File: config.mk
export PLATFORM = sky130hd
export DESIGN_NAME = idli_trace_m
export DESIGN_NICKNAME = d
export VERILOG_FILES = /design/src/rtl/idli_pkg.sv /design/src/rtl/idli_trace_fifo_m.sv /design/src/rtl/idli_trace_m.sv
export SDC_FILE = /design/constraint.sdc
export NUM_CORES = 1
export LEC_CHECK = 0
export CAP_MARGIN = 10
export CORE_MARGIN = 10
export CORE_UTILIZATION = 55
export DETAILED_ROUTE_END_ITERATION = 8
export HOLD_SLACK_MARGIN = 0.15
export PLACE_DENSITY = 0.82
export SLEW_MARGIN = 5
export SYNTH_ARGS = -nofsm -noshare
export SYNTH_HDL_FRONTEND = slang
export SYNTH_SLANG_ARGS = --single-unit
File: constraint.sdc
create_clock -name i_trc_gck -period 8.42 [get_ports i_trc_gck]
set_input_delay 1.263 -clock i_trc_gck [delete_from_list [all_inputs] [get_ports i_trc_gck]]
set_output_delay 1.263 -clock i_trc_gck [all_outputs]
set_load 0.005 [all_outputs]
File: src/rtl/idli_pkg.sv
// idli_pkg: shared core types and the retirement trace record (ts field under IDLI_TRACE_TS_EN).
package idli_pkg;
  localparam int NUM_REGS = 8;
  localparam int TRACE_TS_W = 16;
  typedef logic [1:0] ctr_t;
  typedef logic [15:0] data_t;
  typedef struct packed {
    data_t pc;
    logic [NUM_REGS-1:0] mask;
    logic pwr;
    logic skip;
`ifdef IDLI_TRACE_TS_EN
    logic [TRACE_TS_W-1:0] ts;
`endif
  } trace_rec_t;
endpackage

File: src/rtl/idli_trace_fifo_m.sv
// idli_trace_fifo_m: DEPTH-deep valid/ready FIFO with registered head, count and push-drop flag.
module idli_trace_fifo_m #(
  parameter int DEPTH = 8,
  parameter int W = 8,
  localparam int AW = $clog2(DEPTH)
) (
  input  logic         clk,
  input  logic         rst,
  input  logic         push,
  input  logic [W-1:0] din,
  input  logic         rdy,
  output logic         vld,
  output logic [W-1:0] dout,
  output logic [AW:0]  count,
  output logic         drop
);
  logic [W-1:0] mem [DEPTH];
  logic [AW:0] wp, rp, rp_n;
  logic full, pop, wr;
  always_comb begin
    full = (wp ^ rp) == {1'b1, {AW{1'b0}}};
    vld = wp != rp;
    pop = vld && rdy;
    wr = push && (!full || pop);
    drop = push && full && !pop;
    count = wp - rp;
    rp_n = rp + {{AW{1'b0}}, pop};
  end
  always_ff @(posedge clk) if (wr) mem[wp[AW-1:0]] <= din;
  // head register bypasses the write when the new head is the slot being written
  always_ff @(posedge clk) begin
    if (rst) begin
      wp <= '0;
      rp <= '0;
      dout <= '0;
    end else begin
      wp <= wp + {{AW{1'b0}}, wr};
      rp <= rp_n;
      dout <= (wr && rp_n == wp) ? din : mem[rp_n[AW-1:0]];
    end
  end
endmodule

File: src/rtl/idli_trace_m.sv
// idli_trace_m: retirement trace unit; accumulates per-instruction records into a FIFO.
// Define IDLI_TRACE_TS_EN to add a free-running timestamp to each record.
module idli_trace_m
  import idli_pkg::*;
#(
  parameter int DEPTH = 8,
  parameter int NREGS = NUM_REGS,
  parameter int TS_W = TRACE_TS_W,
  parameter int DROP_W = 8
) (
  input  logic                       i_trc_gck,
  input  logic                       i_trc_rst,
  input  ctr_t                       i_trc_ctr,
  input  logic                       i_trc_run,
  input  logic                       i_trc_skip,
  input  logic                       i_trc_enc_vld,
  input  logic                       i_trc_enc_new,
  input  data_t                      i_trc_pc,
  input  logic                       i_trc_reg_wr,
  input  logic [$clog2(NREGS)-1:0]   i_trc_reg,
  input  logic                       i_trc_dst_p,
  output logic                       o_trc_vld,
  input  logic                       i_trc_rdy,
  output trace_rec_t                 o_trc_rec,
  output logic [$clog2(DEPTH+1)-1:0] o_trc_count,
  output logic                       o_trc_ovf,
  output logic [DROP_W-1:0]          o_trc_drop,
  input  logic                       i_trc_clr
);
  data_t pc_acc;
  logic [NREGS-1:0] mask_acc;
  logic pwr_acc, skip_acc, retire, drop;
  trace_rec_t rec;
`ifdef IDLI_TRACE_TS_EN
  logic [TS_W-1:0] ts_q;
  always_ff @(posedge i_trc_gck) ts_q <= i_trc_rst ? '0 : ts_q + TS_W'(1);
`endif
  always_comb begin
    retire = i_trc_ctr == ctr_t'(3) && i_trc_run;
    rec = '0;
    rec.pc = pc_acc;
    rec.mask = mask_acc;
    rec.pwr = pwr_acc;
    rec.skip = skip_acc;
`ifdef IDLI_TRACE_TS_EN
    rec.ts = TRACE_TS_W'(ts_q);
`endif
  end
  // pc_acc deliberately survives retire so non-new encodings reuse the last PC
  always_ff @(posedge i_trc_gck) begin
    if (i_trc_rst) begin
      pc_acc <= '0;
      mask_acc <= '0;
      pwr_acc <= 1'b0;
      skip_acc <= 1'b0;
    end else if (i_trc_ctr == ctr_t'(0)) begin
      if (i_trc_enc_vld && i_trc_enc_new) pc_acc <= i_trc_pc;
      if (i_trc_reg_wr) mask_acc[i_trc_reg] <= 1'b1;
      pwr_acc <= i_trc_run && i_trc_dst_p && !i_trc_skip;
      skip_acc <= i_trc_run && i_trc_skip;
    end else if (retire) begin
      mask_acc <= '0;
      pwr_acc <= 1'b0;
      skip_acc <= 1'b0;
    end
  end
  always_ff @(posedge i_trc_gck) begin
    if (i_trc_rst || i_trc_clr) begin
      o_trc_ovf <= 1'b0;
      o_trc_drop <= '0;
    end else if (drop) begin
      o_trc_ovf <= 1'b1;
      o_trc_drop <= (&o_trc_drop) ? o_trc_drop : o_trc_drop + DROP_W'(1);
    end
  end
  idli_trace_fifo_m #(.DEPTH(DEPTH), .W($bits(trace_rec_t))) u_fifo (
    .clk(i_trc_gck),
    .rst(i_trc_rst),
    .push(retire),
    .din(rec),
    .rdy(i_trc_rdy),
    .vld(o_trc_vld),
    .dout(o_trc_rec),
    .count(o_trc_count),
    .drop(drop)
  );
endmodule

==> impl_metrics.tcl <==
set metrics [dict create \
    result_of_the_run "complete, no violations" \
    maxCapViolations 0 \
    r2r_setup_slack_ns 4.74 \
    critPathKind "reg2out" \
    detailed_place.area_mm2 0.0117 \
    grt_pass1_wl_um 36000 \
    detail_route.vias_per_cell 5.87 \
    yosys.cell_count.top_type "edfxtp_1" \
    root_buffer "clkbuf_16" \
    portBuffers 70 \
    cp_data_required_time_ns 7.16 \
    chipWidth_um 159 \
    placement_rows 50 \
    antenna_left 0 \
    slew_headroom 0.302 \
    reg2reg_depth 12 \
    rr_endpoint "u_fifo.dout[10]" \
    worst_setup_path_start_kind "flip-flop" \
    post_synth_top_flop "edfxtp_1" \
    synth_top_area_frac 0.586 \
    initial_utilization 0.564 \
    post_route_cells_drive_above_1_share 0.125 \
    die_span_y_um 159 \
    antennaDiodeCount 0 \
    pwr-share-seq 0.518 \
    whs_endpoint "o_trc_ovf" \
    hold_path_class "reg2reg" \
    worst_slew_pin_slew_ns 1.05 \
    post-route-drc-count 0 \
    final_core_util 0.664 \
    cts_hold_buffers 0 \
    yosys_warnings 0 \
    grt_pass1_vias 6523 \
    setup-violations-final 0 \
    combinationalPowerShare 0.074 \
    p_switching_mw 0.598 \
    total_of_flip_flops_plus_latches_after_synthesis 277 \
    synthesis.instances 732 \
    cts.reportedPaths.clkPinSlew_ns 0.06 \
    grt_overflow_total 0 \
    min_path_cells 2 \
    timing.critical_path.arrival_ns 2.49 \
    antenna_found_initial 0 \
    postCtsSetupBuffers 0 \
    numCtsBuffers 27 \
    seq_area_frac_synth 0.715 \
    first_pass_iters 5 \
    cellInternalPower_mw 2.29 \
    post_synth.cell_area_avg_um2 14.6 \
    routedWlPerCell_um 21.3 \
    power.switching_fraction 0.207 \
    place.gp.congestion 0.798 \
    io_pins 71 \
    powerDensity_mw_per_mm2 230 \
    crit-reg2reg-launch "u_fifo.rp[2]" \
    finalCriticalPeriod_ns 3.76 \
    drt_wl_total_um 23200 \
    report.final.slew_viol_count 0 \
    detailedPlacementHpwl_um 13000 \
    finish.instance_area_mm2 0.0125 \
    cts_max_level 1 \
    synth.net_count 772 \
    setup_repair_after_global_routing_missed_its_margin "no" \
    timing_hold_violations_final 0 \
    final_layout_net_count 846 \
    netlist_area_mm2 0.0107 \
    netlist-cell-type-count 41 \
    dominant_cell_type_by_area_after_synthesis "edfxtp_1" \
    area_delta_synth_final_pct 17.7 \
    grt_util_all_layers 0.176 \
    clock_latency_ns 0.52 \
    grt_start_max_net_pins 69 \
    totalPowerFinal_mw 2.89 \
    critical_path_sink_type "output pin" \
    synth_enable_flop_cells 208 \
    worstPathMaxFanout 9 \
    synth_commonest_cells "edfxtp_1, nand2_1, dfxtp_1" \
    setup-tns-final_ns 0 \
    cts_buffer_depth 3 \
    min_from "o_trc_ovf" \
    ctsResizeCount 0 \
    timing.hold.ws_ns 0.524 \
    synth.area.top_cells "edfxtp_1, dfxtp_1, mux4_2" \
    design.die.area_mm2 0.0254 \
    share_of_the_clock_period_used_by_the_worst_path_after_layout 0.446 \
    drt_first_iter_violations 584 \
    pwr-share-clk 0.408 \
    synthArstFlopShare 0 \
    dr_total_vias 6379 \
    power.static_leakage_nw 4.34 \
    clock_tree_from_tritoncts "done" \
    worst_clock_skew_ns 0.0129 \
    achievable-frequency_ghz 0.266 \
    core_box_area_mm2 0.0189 \
    peakVddDrop_uv 183 \
    total_number_of_clock_tree_sinks 277 \
]
placed cells by master (no fill, tap or decap), types with 7 or more instances in the layout:
master and instances:
nand2_1 111, nor2_1 42, a22oi_1 14, a211oi_1 13
mux4_2 24, buf_4 17, clkdlybuf4s50_1 69, nor2b_1 9
clkinv_2 8, mux2i_1 40, ha_1 8, nand4_1 15
xnor2_1 10, a21oi_1 40, edfxtp_1 208, dfxtp_1 69
inv_1 7, nand3_1 36, clkbuf_16 28
cell families (layout without fill, tap and decap cells):
group	after synthesis	in the layout	share of synthesized area
mux	64	64	0.0882
flops	277	277	0.715
xor+xnor	18	18	0.0168
fa+ha+maj	9	9	0.0113
simple gates	241	241	0.104
buf+inv	49	143	0.0216
compound gates	74	74	0.0425
area by class of cell:
cell class	instances	area, um2
Clock inverter	14	123
Timing Repair Buffer	87	823
Tap cell	260	325
Clock buffer	35	767
Fill cell	1287	6340
Multi-Input combinational cell	406	2860
Sequential cell	277	7630
Inverter	7	26.3
per-stage QoR:
step	std cells	setup WS, ns
6_report	1086	4.66
2_1_floorplan	732	4.45
3_5_place_dp	1037	4.28
3_3_place_gp	1037	4.38
5_1_grt	1086	4.51
4_1_cts	1086	4.68
state kept, by name (all words and copies together), names as in the netlist:
| name | count |
|---|---|
| u_fifo.mem | 208 |
| u_fifo.dout | 26 |
| pc_acc | 16 |
| mask_acc | 8 |
| o_trc_drop | 8 |
| u_fifo.rp | 4 |
| u_fifo.wp | 4 |
| o_trc_ovf | 1 |
| pwr_acc | 1 |
| skip_acc | 1 |
worst max-delay path, cell delays in order (launching register included):
cell,delay [ns]
dfxtp_1,0.61
ha_1,0.36
a21o_1,0.16
a21oi_1,0.17
xnor2_1,0.15
clkdlybuf4s50_1,0.53
power groups by stage:
stage	Combinational (mW)	Clock, mW	Sequential [mW]
finish	0.213	1.18	1.50
global route	0.231	1.25	1.50
CTS	0.215	1.20	1.50
detailed placement	0.213	0	1.53
global placement	0.207	0	1.53
floorplan	0.120	0	1.52
layer usage:
metal / GRT usage / routed length [um]
met5: 0 / 0
met4: 0.0615 / 672
met3: 0.0356 / 1820
met2: 0.301 / 11700
met1: 0.219 / 9010
worst max-delay path by stage:
stage,startpoint,end,slack [ns],depth (start not counted)
2_1_floorplan,i_trc_rdy,u_fifo.mem[1][0],4.45,5
3_3_place_gp,i_trc_rdy,u_fifo.dout[20],4.38,10
3_5_place_dp,i_trc_rdy,u_fifo.dout[7],4.28,10
4_1_cts,u_fifo.wp[1],o_trc_count[3],4.68,5
5_1_grt,u_fifo.rp[2],u_fifo.dout[25],4.51,12
6_report,u_fifo.wp[1],o_trc_count[3],4.66,5
Power figures use the tool's default switching activity.
